## config.mk

```make
export PLATFORM = sky130hd
export DESIGN_NAME = load_store_unit
export DESIGN_NICKNAME = d
export VERILOG_FILES = /design/src/rtl/lsu_pkg.sv /design/src/rtl/load_store_unit_lane_extract.sv /design/src/rtl/load_store_unit.sv
export SDC_FILE = /design/constraint.sdc
export NUM_CORES = 1
export LEC_CHECK = 0
export CORE_ASPECT_RATIO = 1.2
export CORE_UTILIZATION = 25
export CTS_CLUSTER_SIZE = 8
export DETAILED_ROUTE_END_ITERATION = 12
export SETUP_SLACK_MARGIN = 0.05
export SLEW_MARGIN = 10
export SYNTH_ARGS = -nofsm -noshare
export SYNTH_HDL_FRONTEND = slang
export SYNTH_HIERARCHICAL = 1
export SYNTH_SLANG_ARGS = --single-unit
```

## constraint.sdc

```tcl
create_clock -name clk -period 2.5 [get_ports clk]
set_clock_uncertainty 0.1 [all_clocks]
set_input_delay 0.375 -clock clk [delete_from_list [all_inputs] [get_ports clk]]
set_output_delay 0.375 -clock clk [all_outputs]
set_load 0.05 [all_outputs]
```

## src/rtl/lsu_pkg.sv

```systemverilog
// Shared encodings for the load/store unit: access sizes, response error
// codes and the controller state enum.
package lsu_pkg;

   localparam logic [1:0] SIZE_B = 2'b00;
   localparam logic [1:0] SIZE_H = 2'b01;
   localparam logic [1:0] SIZE_W = 2'b10;
   localparam logic [1:0] SIZE_D = 2'b11;

   localparam logic [1:0] ERR_NONE     = 2'b00;
   localparam logic [1:0] ERR_MISALIGN = 2'b01;
   localparam logic [1:0] ERR_TIMEOUT  = 2'b10;
   localparam logic [1:0] ERR_SIZE     = 2'b11;

   typedef enum logic [1:0] {
      IDLE      = 2'd0,
      ISSUE     = 2'd1,
      WAIT_READ = 2'd2,
      RESPOND   = 2'd3
   } lsu_state_e;

endpackage

```

## src/rtl/load_store_unit_lane_extract.sv

```systemverilog
// Combinational load-lane extraction: shift the addressed bytes down to bit 0,
// then sign- or zero-extend from 8/16/32 bits. Dword loads pass through.
module lane_extract
   import lsu_pkg::*;
#(
   parameter int WORD_SIZE = 32
) (
   input  logic [WORD_SIZE-1:0]           data,
   input  logic [$clog2(WORD_SIZE/8)-1:0] offset,
   input  logic [1:0]                     size,
   input  logic                           is_unsigned,
   output logic [WORD_SIZE-1:0]           result
);

   logic [WORD_SIZE-1:0] shifted;
   logic [WORD_SIZE-1:0] mask;
   logic                 sign;

   // A full-width word load keeps mask all ones, so it passes unchanged.
   always_comb begin
      shifted = data >> {offset, 3'b000};
      mask    = '1;
      sign    = 1'b0;
      case (size)
         SIZE_B: begin
            mask = {WORD_SIZE{1'b1}} >> (WORD_SIZE - 8);
            sign = shifted[7];
         end
         SIZE_H: begin
            mask = {WORD_SIZE{1'b1}} >> (WORD_SIZE - 16);
            sign = shifted[15];
         end
         SIZE_W: begin
            mask = {WORD_SIZE{1'b1}} >> (WORD_SIZE - 32);
            sign = shifted[31];
         end
         default: ;
      endcase
      result = (shifted & mask) | ({WORD_SIZE{sign & ~is_unsigned}} & ~mask);
   end

endmodule

```

## src/rtl/load_store_unit.sv

```systemverilog
// Single-outstanding load/store unit: alignment/size checking, byte-lane
// steering, valid/ready memory port with byte enables and a bus timeout.
module load_store_unit
   import lsu_pkg::*;
#(
   parameter int WORD_SIZE      = 32,
   parameter int ADDR_WIDTH     = 32,
   parameter int TIMEOUT_CYCLES = 255
) (
   input  logic                   clk,
   input  logic                   rst,
   input  logic                   req_valid,
   output logic                   req_ready,
   input  logic [ADDR_WIDTH-1:0]  req_addr,
   input  logic [WORD_SIZE-1:0]   req_wdata,
   input  logic                   req_is_store,
   input  logic [1:0]             req_size,
   input  logic                   req_unsigned,
   output logic                   resp_valid,
   output logic [WORD_SIZE-1:0]   resp_data,
   output logic [1:0]             resp_error,
   output logic                   mem_valid,
   input  logic                   mem_ready,
   output logic [ADDR_WIDTH-1:0]  mem_addr,
   output logic                   mem_we,
   output logic [WORD_SIZE/8-1:0] mem_be,
   output logic [WORD_SIZE-1:0]   mem_wdata,
   input  logic                   mem_rvalid,
   input  logic [WORD_SIZE-1:0]   mem_rdata,
   output lsu_state_e             dbg_state
);

   localparam int BYTES = WORD_SIZE / 8;
   localparam int OFF_W = $clog2(BYTES);
   localparam int CNT_W = (TIMEOUT_CYCLES > 1) ? $clog2(TIMEOUT_CYCLES + 1) : 1;
   localparam bit TMO_EN = (TIMEOUT_CYCLES > 0);
   localparam logic [CNT_W-1:0] CNT_LAST = CNT_W'((TIMEOUT_CYCLES > 0) ? TIMEOUT_CYCLES - 1 : 0);

   lsu_state_e            state, state_nxt;
   logic [ADDR_WIDTH-1:0] addr_q;
   logic [WORD_SIZE-1:0]  wdata_q;
   logic [WORD_SIZE-1:0]  resp_data_q;
   logic [WORD_SIZE-1:0]  rdata_ext;
   logic                  store_q;
   logic                  unsigned_q;
   logic [1:0]            size_q;
   logic [1:0]            resp_error_q;
   logic [1:0]            req_err;
   logic [CNT_W-1:0]      tmo_cnt;
   logic                  tmo_hit;
   logic [OFF_W-1:0]      offset;
   logic [7:0]            size_mask;
   logic [BYTES-1:0]      be;

   always_comb begin
      req_err = ERR_NONE;
      if (req_size == SIZE_D && WORD_SIZE == 32) begin
         req_err = ERR_SIZE;
      end else begin
         case (req_size)
            SIZE_H:  if (req_addr[0])        req_err = ERR_MISALIGN;
            SIZE_W:  if (|req_addr[1:0])     req_err = ERR_MISALIGN;
            SIZE_D:  if (|req_addr[2:0])     req_err = ERR_MISALIGN;
            default: ;
         endcase
      end
   end

   // Counter stays cleared outside the bus phase, so it reads zero on ISSUE entry.
   assign tmo_hit = TMO_EN && (tmo_cnt >= CNT_LAST);

   always_ff @(posedge clk or negedge rst) begin
      if (!rst) state <= IDLE;
      else      state <= state_nxt;
   end

   always_comb begin
      state_nxt = state;
      case (state)
         IDLE:      if (req_valid) state_nxt = (req_err == ERR_NONE) ? ISSUE : RESPOND;
         ISSUE: begin
            if (mem_ready)    state_nxt = store_q ? RESPOND : WAIT_READ;
            else if (tmo_hit) state_nxt = RESPOND;
         end
         WAIT_READ: if (mem_rvalid || tmo_hit) state_nxt = RESPOND;
         RESPOND:   state_nxt = IDLE;
         default:   state_nxt = IDLE;
      endcase
   end

   always_ff @(posedge clk or negedge rst) begin
      if (!rst) begin
         addr_q       <= '0;
         wdata_q      <= '0;
         store_q      <= 1'b0;
         unsigned_q   <= 1'b0;
         size_q       <= SIZE_B;
         resp_data_q  <= '0;
         resp_error_q <= ERR_NONE;
         tmo_cnt      <= '0;
      end else begin
         if (state != ISSUE && state != WAIT_READ) tmo_cnt <= '0;
         else if (TMO_EN)                          tmo_cnt <= tmo_cnt + CNT_W'(1);
         case (state)
            IDLE: if (req_valid) begin
               addr_q       <= req_addr;
               wdata_q      <= req_wdata;
               store_q      <= req_is_store;
               unsigned_q   <= req_unsigned;
               size_q       <= req_size;
               resp_data_q  <= '0;
               resp_error_q <= req_err;
            end
            ISSUE: if (!mem_ready && tmo_hit) resp_error_q <= ERR_TIMEOUT;
            WAIT_READ: begin
               if (mem_rvalid)   resp_data_q  <= rdata_ext;
               else if (tmo_hit) resp_error_q <= ERR_TIMEOUT;
            end
            default: ;
         endcase
      end
   end

   assign offset = addr_q[OFF_W-1:0];

   always_comb begin
      case (size_q)
         SIZE_B:  size_mask = 8'h01;
         SIZE_H:  size_mask = 8'h03;
         SIZE_W:  size_mask = 8'h0F;
         default: size_mask = 8'hFF;
      endcase
      be = BYTES'(size_mask) << offset;
   end

   // Replicate store data across lanes so the bus data never depends on offset.
   always_comb begin
      case (size_q)
         SIZE_B:  mem_wdata = {BYTES{wdata_q[7:0]}};
         SIZE_H:  mem_wdata = {(BYTES/2){wdata_q[15:0]}};
         SIZE_W:  mem_wdata = {(WORD_SIZE/32){wdata_q[31:0]}};
         default: mem_wdata = wdata_q;
      endcase
   end

   lane_extract #(.WORD_SIZE(WORD_SIZE)) u_lane_extract (
      .data        (mem_rdata),
      .offset      (offset),
      .size        (size_q),
      .is_unsigned (unsigned_q),
      .result      (rdata_ext)
   );

   assign req_ready  = (state == IDLE);
   assign resp_valid = (state == RESPOND);
   assign resp_data  = resp_data_q;
   assign resp_error = resp_error_q;
   assign mem_valid  = (state == ISSUE);
   assign mem_we     = mem_valid & store_q;
   assign mem_be     = mem_valid ? be : '0;
   assign mem_addr   = {addr_q[ADDR_WIDTH-1:OFF_W], {OFF_W{1'b0}}};
   assign dbg_state  = state;

endmodule

```

Word-level counts from Yosys, hierarchy flattened
Cells that the tools add are included.
{"block": "word_totals", "reg_bits": 112, "wordCells": 76, "input_bits": 105}
{"block": "classes", "mux": 25, "n_bitwise": 7, "n_lt_le_gt_ge": 1, "n_eq_ne": 17, "add_sub_neg": 1, "shift": 2, "reduce_logical": 14}
{"op": "$pmux 32 s2", "count": 3}
{"op": "$and 32x32->32", "count": 2}
{"op": "$mux 32", "count": 2}
{"op": "$not 32->32", "count": 1}
{"op": "$or 32x32->32", "count": 1}
{"op": "$shr 32x5->32", "count": 1}
{"op": "$mux 2", "count": 10}
{"op": "$ne 2x2->1 const B", "count": 6}
{"op": "$pmux 4 s3", "count": 1}
{"op": "$eq 2x2->1 const B", "count": 5}
{"op": "$add 8x1->8 const B", "count": 1}
{"op": "$ge 8x8->1 const B", "count": 1}
{"op": "$mux 8", "count": 1}
{"op": "$pmux 2 s4", "count": 1}
{"op": "$eq 2x1->1 const B", "count": 3}
{"op": "$logic_not 2->1", "count": 3}
{"op": "$pmux 2 s3", "count": 1}
{"op": "$reduce_and 3->1", "count": 2}
{"op": "$reduce_and 5->1", "count": 1}
{"op": "$mux 4", "count": 1}
{"op": "$ne 2x1->1 const B", "count": 2}
{"op": "$shl 4x2->4", "count": 1}
{"op": "$mux 1", "count": 3}
{"op": "$ne 3x1->1 const B", "count": 1}
{"op": "11 further kinds", "count": 13}

Logic depth before layout (Yosys ltp)
Gate-level depths: netlist (run 1).
{"block": "logic_depth", "word_depth": 8, "depth_mapped": 8, "depth_no_buf": 6}

Cells and area by module
The synthesis (run 1) kept the hierarchy.
{"mod": "load_store_unit", "area_per_inst_um2": 5310.1, "seq_area_each_um2": 2802.7, "cells_per_inst": 463, "n_inst": 1}
{"mod": "lane_extract", "area_per_inst_um2": 844.6, "seq_area_each_um2": 0.0, "cells_per_inst": 115, "n_inst": 1}

Worst setup path before layout (run 1)
OpenSTA, ideal clock, no wires.
{"block": "synth_path", "path_kind": "reg-to-output", "start": "register state[0] (netlist: dbg_state[0])", "end": "output mem_be[2]", "path_buffers": 0, "arrival_time_ns": 2.673, "path_slack_ns": -0.648, "required_ns": 2.025, "stages_incl_launch_ff": 4, "path_cell_list": "dfrtp_1 -> ha_1 -> inv_1 -> a211oi_1"}
{"block": "synth_between", "elab_chain_len": 2}
{"element": "from (decl)", "line_no": "load_store_unit.sv:39", "source": "lsu_state_e state, state_nxt;"}
{"element": "from (signal assigned)", "line_no": "load_store_unit.sv:74", "source": "else state <= state_nxt;"}
{"element": "$eq 2x1->1", "line_no": "load_store_unit.sv:158", "source": "assign mem_valid = (state == ISSUE);"}
{"element": "named net mem_valid", "line_no": "load_store_unit.sv:22", "source": "output logic mem_valid,"}
{"element": "$mux 4", "line_no": "load_store_unit.sv:160", "source": "assign mem_be = mem_valid ? be : '0;"}
{"element": "to (decl)", "line_no": "load_store_unit.sv:26", "source": "output logic [WORD_SIZE/8-1:0] mem_be,"}
The timed path passes the listed nets, and every way through them passes these cells.

Final worst setup path (run 1)
{"block": "layout_path", "start": "register size_q[0]", "end": "output mem_wdata[12]"}
{"block": "layout_between", "elab_chain_len": 2}
{"element": "from (decl)", "line_no": "load_store_unit.sv:46", "source": "logic [1:0] size_q;"}
{"element": "from (signal assigned)", "line_no": "load_store_unit.sv:110", "source": "size_q <= req_size;"}
{"element": "$eq 2x1->1 / $logic_not 2->1 (equally long branches)", "line_no": "load_store_unit.sv:138", "source": "case (size_q)"}
{"element": "$pmux 32 s2 *", "line_no": "load_store_unit.sv:138"}
{"element": "to (decl)", "line_no": "load_store_unit.sv:27", "source": "output logic [WORD_SIZE-1:0] mem_wdata,"}
Mark *: on every way between the ends. The rest lies on a longest branch, timed or not.

==> out/qor.json, run 1 <==
{
  "run_status": "finished, violations left",
  "failing_checks": "hold timing",
  "post-route-min-period_ps": 2260,
  "placement.setup.worst_slack_ps": 135,
  "detailedPlacementHpwl_microns": 12400,
  "setup.worst_path.end_class": "output pin",
  "routed-via-count": 4731,
  "clkTransAtPathRegs_ps": 80,
  "placeableCoreArea_sq_mm": 0.0240,
  "min_path_type": "in2async",
  "synthesis.area_per_instance_sq_um": 10.6,
  "cts-hold-fix-buffers": 0,
  "postLayoutCoreUtil": 0.371,
  "async_reset_ff_frac": 1.00,
  "final-setup-viol-count": 0,
  "globalRoute.totalOverflow": 0,
  "max-cap-violations": 0,
  "wirelength_microns": 17200,
  "critPathRequiredTime_ps": 2030,
  "width_of_the_chip_microns": 145,
  "grt_setup_unrepaired": "false",
  "postCtsSetupRepairBufs": 0,
  "num-nets-final": 855,
  "final_layout_size_suffix_gt1_frac": 0.235,
  "pin_count_of_the_biggest_net_entering_global_routing": 113,
  "yosys_warnings": 6,
  "clk_latency_ps": 350,
  "cts_htree_levels": 3,
  "post_synth_inst_count": 578,
  "die-height_microns": 174,
  "rr_endpoint": "resp_data[14]",
  "layout_common_cells": "sky130_fd_sc_hd__clkdlybuf4s50_1 (178), sky130_fd_sc_hd__dfrtp_1 (112), sky130_fd_sc_hd__mux2_2 (84), sky130_fd_sc_hd__inv_1 (44), sky130_fd_sc_hd__o21ai_0 (39)",
  "whs_ps": -22.0,
  "finish.instance_area_sq_mm": 0.00893,
  "cts.path.max_buffers": 2,
  "first_pass_iters": 4,
  "groute.layer.met2.usage": 0.235,
  "tightestPinTransition_ps": 680,
  "worstPathMaxFanout": 7,
  "final.setup.worst_slack_ps": 236,
  "count_of_routing_violations_after_the_opening_detailed_route_iteration": 242,
  "via_per_inst": 4.44,
  "synth.cell_area_sq_mm": 0.00615,
  "floorplan.die_area_sq_mm": 0.0253,
  "placementRows": 62,
  "antenna_found_initial": 0,
  "initial_core_util": 0.256,
  "synth_edf_count": 0,
  "placed_cell_area_sq_mm": 0.00863,
  "sequential_area_share_after_synthesis": 0.455,
  "ctsRootBufferMaster": "sky130_fd_sc_hd__clkbuf_16",
  "ys_types": 48,
  "top_reg_cell_synth": "sky130_fd_sc_hd__dfrtp_1",
  "grt_first_pass_wirelength_microns": 27700,
  "drt_drc_violations_left": 0,
  "critPathKind": "reg2out",
  "use_met3": 0.0484,
  "antenna_cell_count": 0,
  "critical_path_arrival_ps": 1790,
  "placement.io_buffers": 210,
  "reg2regPathDepth": 6,
  "maxSlewViolCount": 0,
  "synthToLayoutAreaGrowth_pct": 45.1,
  "first_global_vias": 4890,
  "clock_sinks": 112,
  "cts_tree": "built",
  "setup-tns-final_ps": 0,
  "route.detailed.wl_per_inst_microns": 16.1,
  "hold_viol_final": 9,
  "critical_path.startpoint_type": "flop",
  "final_common_cell": "sky130_fd_sc_hd__clkdlybuf4s50_1",
  "grt.total_usage": 0.140,
  "timing.max_slew.rel_slack": 0.546,
  "final_min_period_over_clock_period": 0.906,
  "detail-route-antenna-nets": 0,
  "r2r_setup_slack_ps": 420,
  "globalRoute.busiestLayer": "met2",
  "pin_count": 213,
  "fmax_mhz": 442,
  "global_route.usage.met1": 0.172,
  "gp_congestion": 0.816,
  "tritoncts_buffers": 9,
  "critical_path.reg2reg.startpoint": "addr_q[0]",
  "postSynthRegisterBits": 112
}
registers in the layout, summed over array words and instances (netlist names):
| register | count |
|---|---|
| addr_q | 32 |
| dbg_state | 2 |
| resp_data | 32 |
| resp_error | 2 |
| size_q | 2 |
| store_q | 1 |
| tmo_cnt | 8 |
| unsigned_q | 1 |
| wdata_q | 32 |
cell type report:
type / count / area (sq um)
inverter: 44 / 165
sequential: 112 / 2800
clock buffer: 10 / 239
timing repair buffer: 228 / 2540
clock inverter: 6 / 57.6
tap: 320 / 400
fill: 2411 / 15100
multi-input combinational: 346 / 2730
synth_stat cells (9+ instances only):
master | instances | area, sq um
sky130_fd_sc_hd__buf_2 | 17 | 85.1
sky130_fd_sc_hd__mux2_2 | 84 | 946
sky130_fd_sc_hd__o31ai_1 | 9 | 67.6
sky130_fd_sc_hd__or2_2 | 10 | 62.6
sky130_fd_sc_hd__nand3_1 | 38 | 190
sky130_fd_sc_hd__ha_1 | 9 | 113
sky130_fd_sc_hd__buf_4 | 43 | 323
sky130_fd_sc_hd__a21oi_1 | 9 | 45.0
sky130_fd_sc_hd__nor2b_1 | 12 | 75.1
sky130_fd_sc_hd__dfrtp_1 | 112 | 2800
sky130_fd_sc_hd__o21ai_0 | 45 | 225
sky130_fd_sc_hd__mux2i_1 | 27 | 270
sky130_fd_sc_hd__inv_1 | 44 | 165
sky130_fd_sc_hd__nand2_1 | 30 | 113
sky130_fd_sc_hd__a211oi_1 | 9 | 67.6
per-stage QoR:
| step | instances | hold slack [ps] |
|---|---|---|
| global route | 1066 | 60.4 |
| detailed placement | 1050 | 390 |
| CTS | 1066 | 35.5 |
| finish | 1066 | -22.0 |
| floorplan | 579 | -20.6 |
| global placement | 1050 | 382 |
repair_timing:
item,CTS,global route
endpoints found under the setup margin,1,1
gates resized for setup,1,1
endpoints found under the hold margin,0,0
critical path, cell delays in order (launching register included):
cell	delay [ps]
sky130_fd_sc_hd__dfrtp_1	490
sky130_fd_sc_hd__nor2_2	210
sky130_fd_sc_hd__buf_4	210
sky130_fd_sc_hd__mux2_2	370
sky130_fd_sc_hd__buf_12	150
cell families after synthesis:
| logic type | share of synthesized area |
|---|---|
| buffers and inverters | 0.110 |
| and+or+nand+nor | 0.0982 |
| muxes | 0.205 |
| DFF | 0.455 |
| AOI/OAI and AO/OA | 0.106 |
| adders and majority gates | 0.0183 |
| xor gates and xnor gates | 0.00712 |
| other | 0.000609 |
worst max path at each step:
| stage | start | end | cells past startpoint |
|---|---|---|---|
| after floorplan | dbg_state[0] | resp_data[13] | 6 |
| after global placement | mem_rdata[31] | resp_data[16] | 6 |
| after detailed placement | mem_rdata[31] | resp_data[19] | 6 |
| after CTS | dbg_state[1] | mem_valid | 3 |
| after global routing | size_q[0] | mem_wdata[12] | 4 |
| final | size_q[0] | mem_wdata[12] | 4 |
per-layer routing:
layer  wire length (microns)  vias to the layer above  share of wire
li1                        -                     2283              -
met1                    7270                     2271           0.42
met2                    8400                      166           0.49
met3                    1350                       11          0.079
met4                     158                        0         0.0092
met5                       0                        -              0
Power of run 1 is left out: the tool's default activity adds up to more than one toggle a clock period on the data nets, which glitch-free logic cannot reach.
==> run 2, diff against run 1 <==
--- a/config.mk
+++ b/config.mk
@@ -10,6 +10,7 @@
 export CTS_CLUSTER_SIZE = 8
 export DETAILED_ROUTE_END_ITERATION = 12
 export SETUP_SLACK_MARGIN = 0.05
+export SKIP_CTS_REPAIR_TIMING = 1
 export SLEW_MARGIN = 10
 export SYNTH_ARGS = -nofsm -noshare
 export SYNTH_HDL_FRONTEND = slang
==> out/qor.json, run 2 (synthesis gave the netlist of run 1 again) <==
{
  "run_status": {"value": "finished, violations left", "change": "unchanged"},
  "failing_checks": {"value": "hold timing", "change": "unchanged"},
  "clock_sinks": {"value": 112, "change": "unchanged"},
  "cts_tree": {"value": "built", "change": "unchanged"},
  "width_of_the_chip": {"value": 145, "unit": "microns", "change": "unchanged"},
  "r2r_setup_slack": {"value": 420, "unit": "ps", "change": "about the same"},
  "placement.setup.worst_slack": {"value": 135, "unit": "ps", "change": "unchanged"},
  "hold_viol_final": {"value": 9, "change": "unchanged"},
  "multiInputGateArea": {"value": 0.00273, "unit": "sq mm", "change": "unchanged"},
  "sequential_cell_area": {"value": 0.00280, "unit": "sq mm", "change": "unchanged"},
  "cp_slowest_cell": {"value": "sky130_fd_sc_hd__dfrtp_1", "change": "unchanged"},
  "critPathRequiredTime": {"value": 2030, "unit": "ps", "change": "about the same"},
  "first_pass_iters": {"value": 4, "change": "unchanged"},
  "worstPathCellList": {"value": "nor2_2, buf_4, mux2_2, buf_12", "change": "unchanged"},
  "reg2regPathDepth": {"value": 6, "change": "unchanged"},
  "initial_core_util": {"value": 0.256, "change": "unchanged"},
  "postLayoutCoreUtil": {"value": 0.372, "change": "was 0.371"},
  "first_global_vias": {"value": 4890, "change": "unchanged"},
  "final_common_cell": {"value": "sky130_fd_sc_hd__clkdlybuf4s50_1", "change": "unchanged"},
  "floorplan.die_area": {"value": 0.0253, "unit": "sq mm", "change": "unchanged"},
  "cts.path.max_buffers": {"value": 2, "change": "unchanged"},
  "worstPathMaxFanout": {"value": 7, "change": "unchanged"},
  "critPathKind": {"value": "reg2out", "change": "unchanged"},
  "critical_path.reg2reg.startpoint": {"value": "addr_q[0]", "change": "unchanged"},
  "fmax": {"value": 442, "unit": "MHz", "change": "unchanged"},
  "placeableCoreArea": {"value": 0.0240, "unit": "sq mm", "change": "unchanged"},
  "layout.filler_cells": {"value": 2409, "change": "was 2,411"},
  "placement.io_buffers": {"value": 210, "change": "unchanged"},
  "max-cap-violations": {"value": 0, "change": "unchanged"},
  "antenna_found_initial": {"value": 0, "change": "unchanged"},
  "routed-via-count": {"value": 4731, "change": "unchanged"},
  "clk_latency": {"value": 350, "unit": "ps", "change": "about the same"},
  "tritoncts_buffers": {"value": 9, "change": "unchanged"},
  "gp_congestion": {"value": 0.816, "change": "unchanged"},
  "num-nets-final": {"value": 855, "change": "unchanged"},
  "cpPeakStageDelay": {"value": 490, "unit": "ps", "change": "about the same"},
  "globalRoute.totalOverflow": {"value": 0, "change": "unchanged"},
  "placementRows": {"value": 62, "change": "unchanged"},
  "count_of_routing_violations_after_the_opening_detailed_route_iteration": {"value": 242, "change": "unchanged"},
  "via_per_inst": {"value": 4.44, "change": "unchanged"},
  "grt_first_pass_wirelength": {"value": 27700, "unit": "microns", "change": "unchanged"},
  "final_layout_size_suffix_gt1_frac": {"value": 0.235, "change": "unchanged"},
  "pin_count_of_the_biggest_net_entering_global_routing": {"value": 113, "change": "unchanged"},
  "cts_htree_levels": {"value": 3, "change": "unchanged"},
  "wirelength": {"value": 17200, "unit": "microns", "change": "unchanged"},
  "antenna_cell_count": {"value": 0, "change": "unchanged"},
  "route.detailed.wl_per_inst": {"value": 16.1, "unit": "microns", "change": "unchanged"},
  "detail-route-antenna-nets": {"value": 0, "change": "unchanged"},
  "timing.max_slew.rel_slack": {"value": 0.546, "change": "unchanged"},
  "rr_endpoint": {"value": "resp_data[14]", "change": "unchanged"},
  "die-height": {"value": 174, "unit": "microns", "change": "unchanged"},
  "tightestPinTransition": {"value": 680, "unit": "ps", "change": "about the same"},
  "final_min_period_over_clock_period": {"value": 0.906, "change": "unchanged"},
  "drt_drc_violations_left": {"value": 0, "change": "unchanged"},
  "critical_path_arrival": {"value": 1790, "unit": "ps", "change": "about the same"},
  "grt_setup_unrepaired": {"value": "false", "change": "unchanged"},
  "layout_common_cells": {"value": "sky130_fd_sc_hd__clkdlybuf4s50_1 (178), sky130_fd_sc_hd__dfrtp_1 (112), sky130_fd_sc_hd__mux2_2 (84), sky130_fd_sc_hd__inv_1 (44), sky130_fd_sc_hd__o21ai_0 (39)", "change": "unchanged"},
  "synthToLayoutAreaGrowth": {"value": 45.2, "unit": "%", "change": "was 45.1%"},
  "clkTransAtPathRegs": {"value": 80, "unit": "ps", "change": "about the same"},
  "min_path_type": {"value": "in2async", "change": "unchanged"},
  "post-route-min-period": {"value": 2260, "unit": "ps", "change": "unchanged"},
  "ctsRootBufferMaster": {"value": "sky130_fd_sc_hd__clkbuf_16", "change": "unchanged"},
  "critical_path.startpoint_type": {"value": "flop", "change": "unchanged"},
  "pin_count": {"value": 213, "change": "unchanged"},
  "whs": {"value": -22.0, "unit": "ps", "change": "about the same"},
  "final-setup-viol-count": {"value": 0, "change": "unchanged"},
  "grt.total_usage": {"value": 0.140, "change": "unchanged"},
  "final.setup.worst_slack": {"value": 236, "unit": "ps", "change": "unchanged"},
  "maxSlewViolCount": {"value": 0, "change": "unchanged"},
  "setup.worst_path.end_class": {"value": "output pin", "change": "unchanged"},
  "detailedPlacementHpwl": {"value": 12400, "unit": "microns", "change": "unchanged"}
}
-- run 2: changes by cell type in the layout (fill, tap and decap cells not counted), sizes merged --
cell / before / now
dlygate4sd2: 1 / 0
dlymetal6s2s: 1 / 2
-- run 2: worst max-delay path by stage --
stage,to,cells past startpoint,slack [ps],startpoint
final,mem_wdata[12],4,240,size_q[0]
after global routing,mem_wdata[12],4,120,size_q[0]
after CTS,mem_we,4,-50,dbg_state[1]
after detailed placement,resp_data[19],6,130,mem_rdata[31]
after global placement,resp_data[16],6,210,mem_rdata[31]
after floorplan,resp_data[13],6,90,dbg_state[0]
-- run 2: worst max-delay path: cells and delay by family, from the launching register on --
family | cells | cell delay (ps)
and+or+nand+nor | 1 | 210
muxes | 1 | 370
DFF | 1 | 490
buffers and inverters | 2 | 360
-- run 2: metal layers --
layer | track usage | vias to the layer above | routed length [microns]
li1 | - | 2283 | -
met1 | 0.172 | 2271 | 7270
met2 | 0.235 | 166 | 8400
met3 | 0.0484 | 11 | 1350
met4 | 0.0303 | 0 | 158
met5 | 0 | - | 0
-- run 2: per-stage QoR --
| step | cells | cell area [sq um] | TNS (ps) |
|---|---|---|---|
| 3_3_place_gp | 1050 | 8630 | 0 |
| 2_1_floorplan | 579 | 6200 | 0 |
| 3_5_place_dp | 1050 | 8630 | 0 |
| 4_1_cts | 1066 | 8930 | -52.6 |
| 5_1_grt | 1066 | 8930 | 0 |
| 6_report | 1066 | 8930 | 0 |
-- run 2: layout make-up --
class,count,share of cell area
Multi-Input combinational cell,346,0.305
Sequential cell,112,0.314
Timing Repair Buffer,228,0.285
Tap cell,320,0.0448
Clock buffer,10,0.0267
Clock inverter,6,0.00644
Inverter,44,0.0185
Power of run 2 is left out for the same reason.
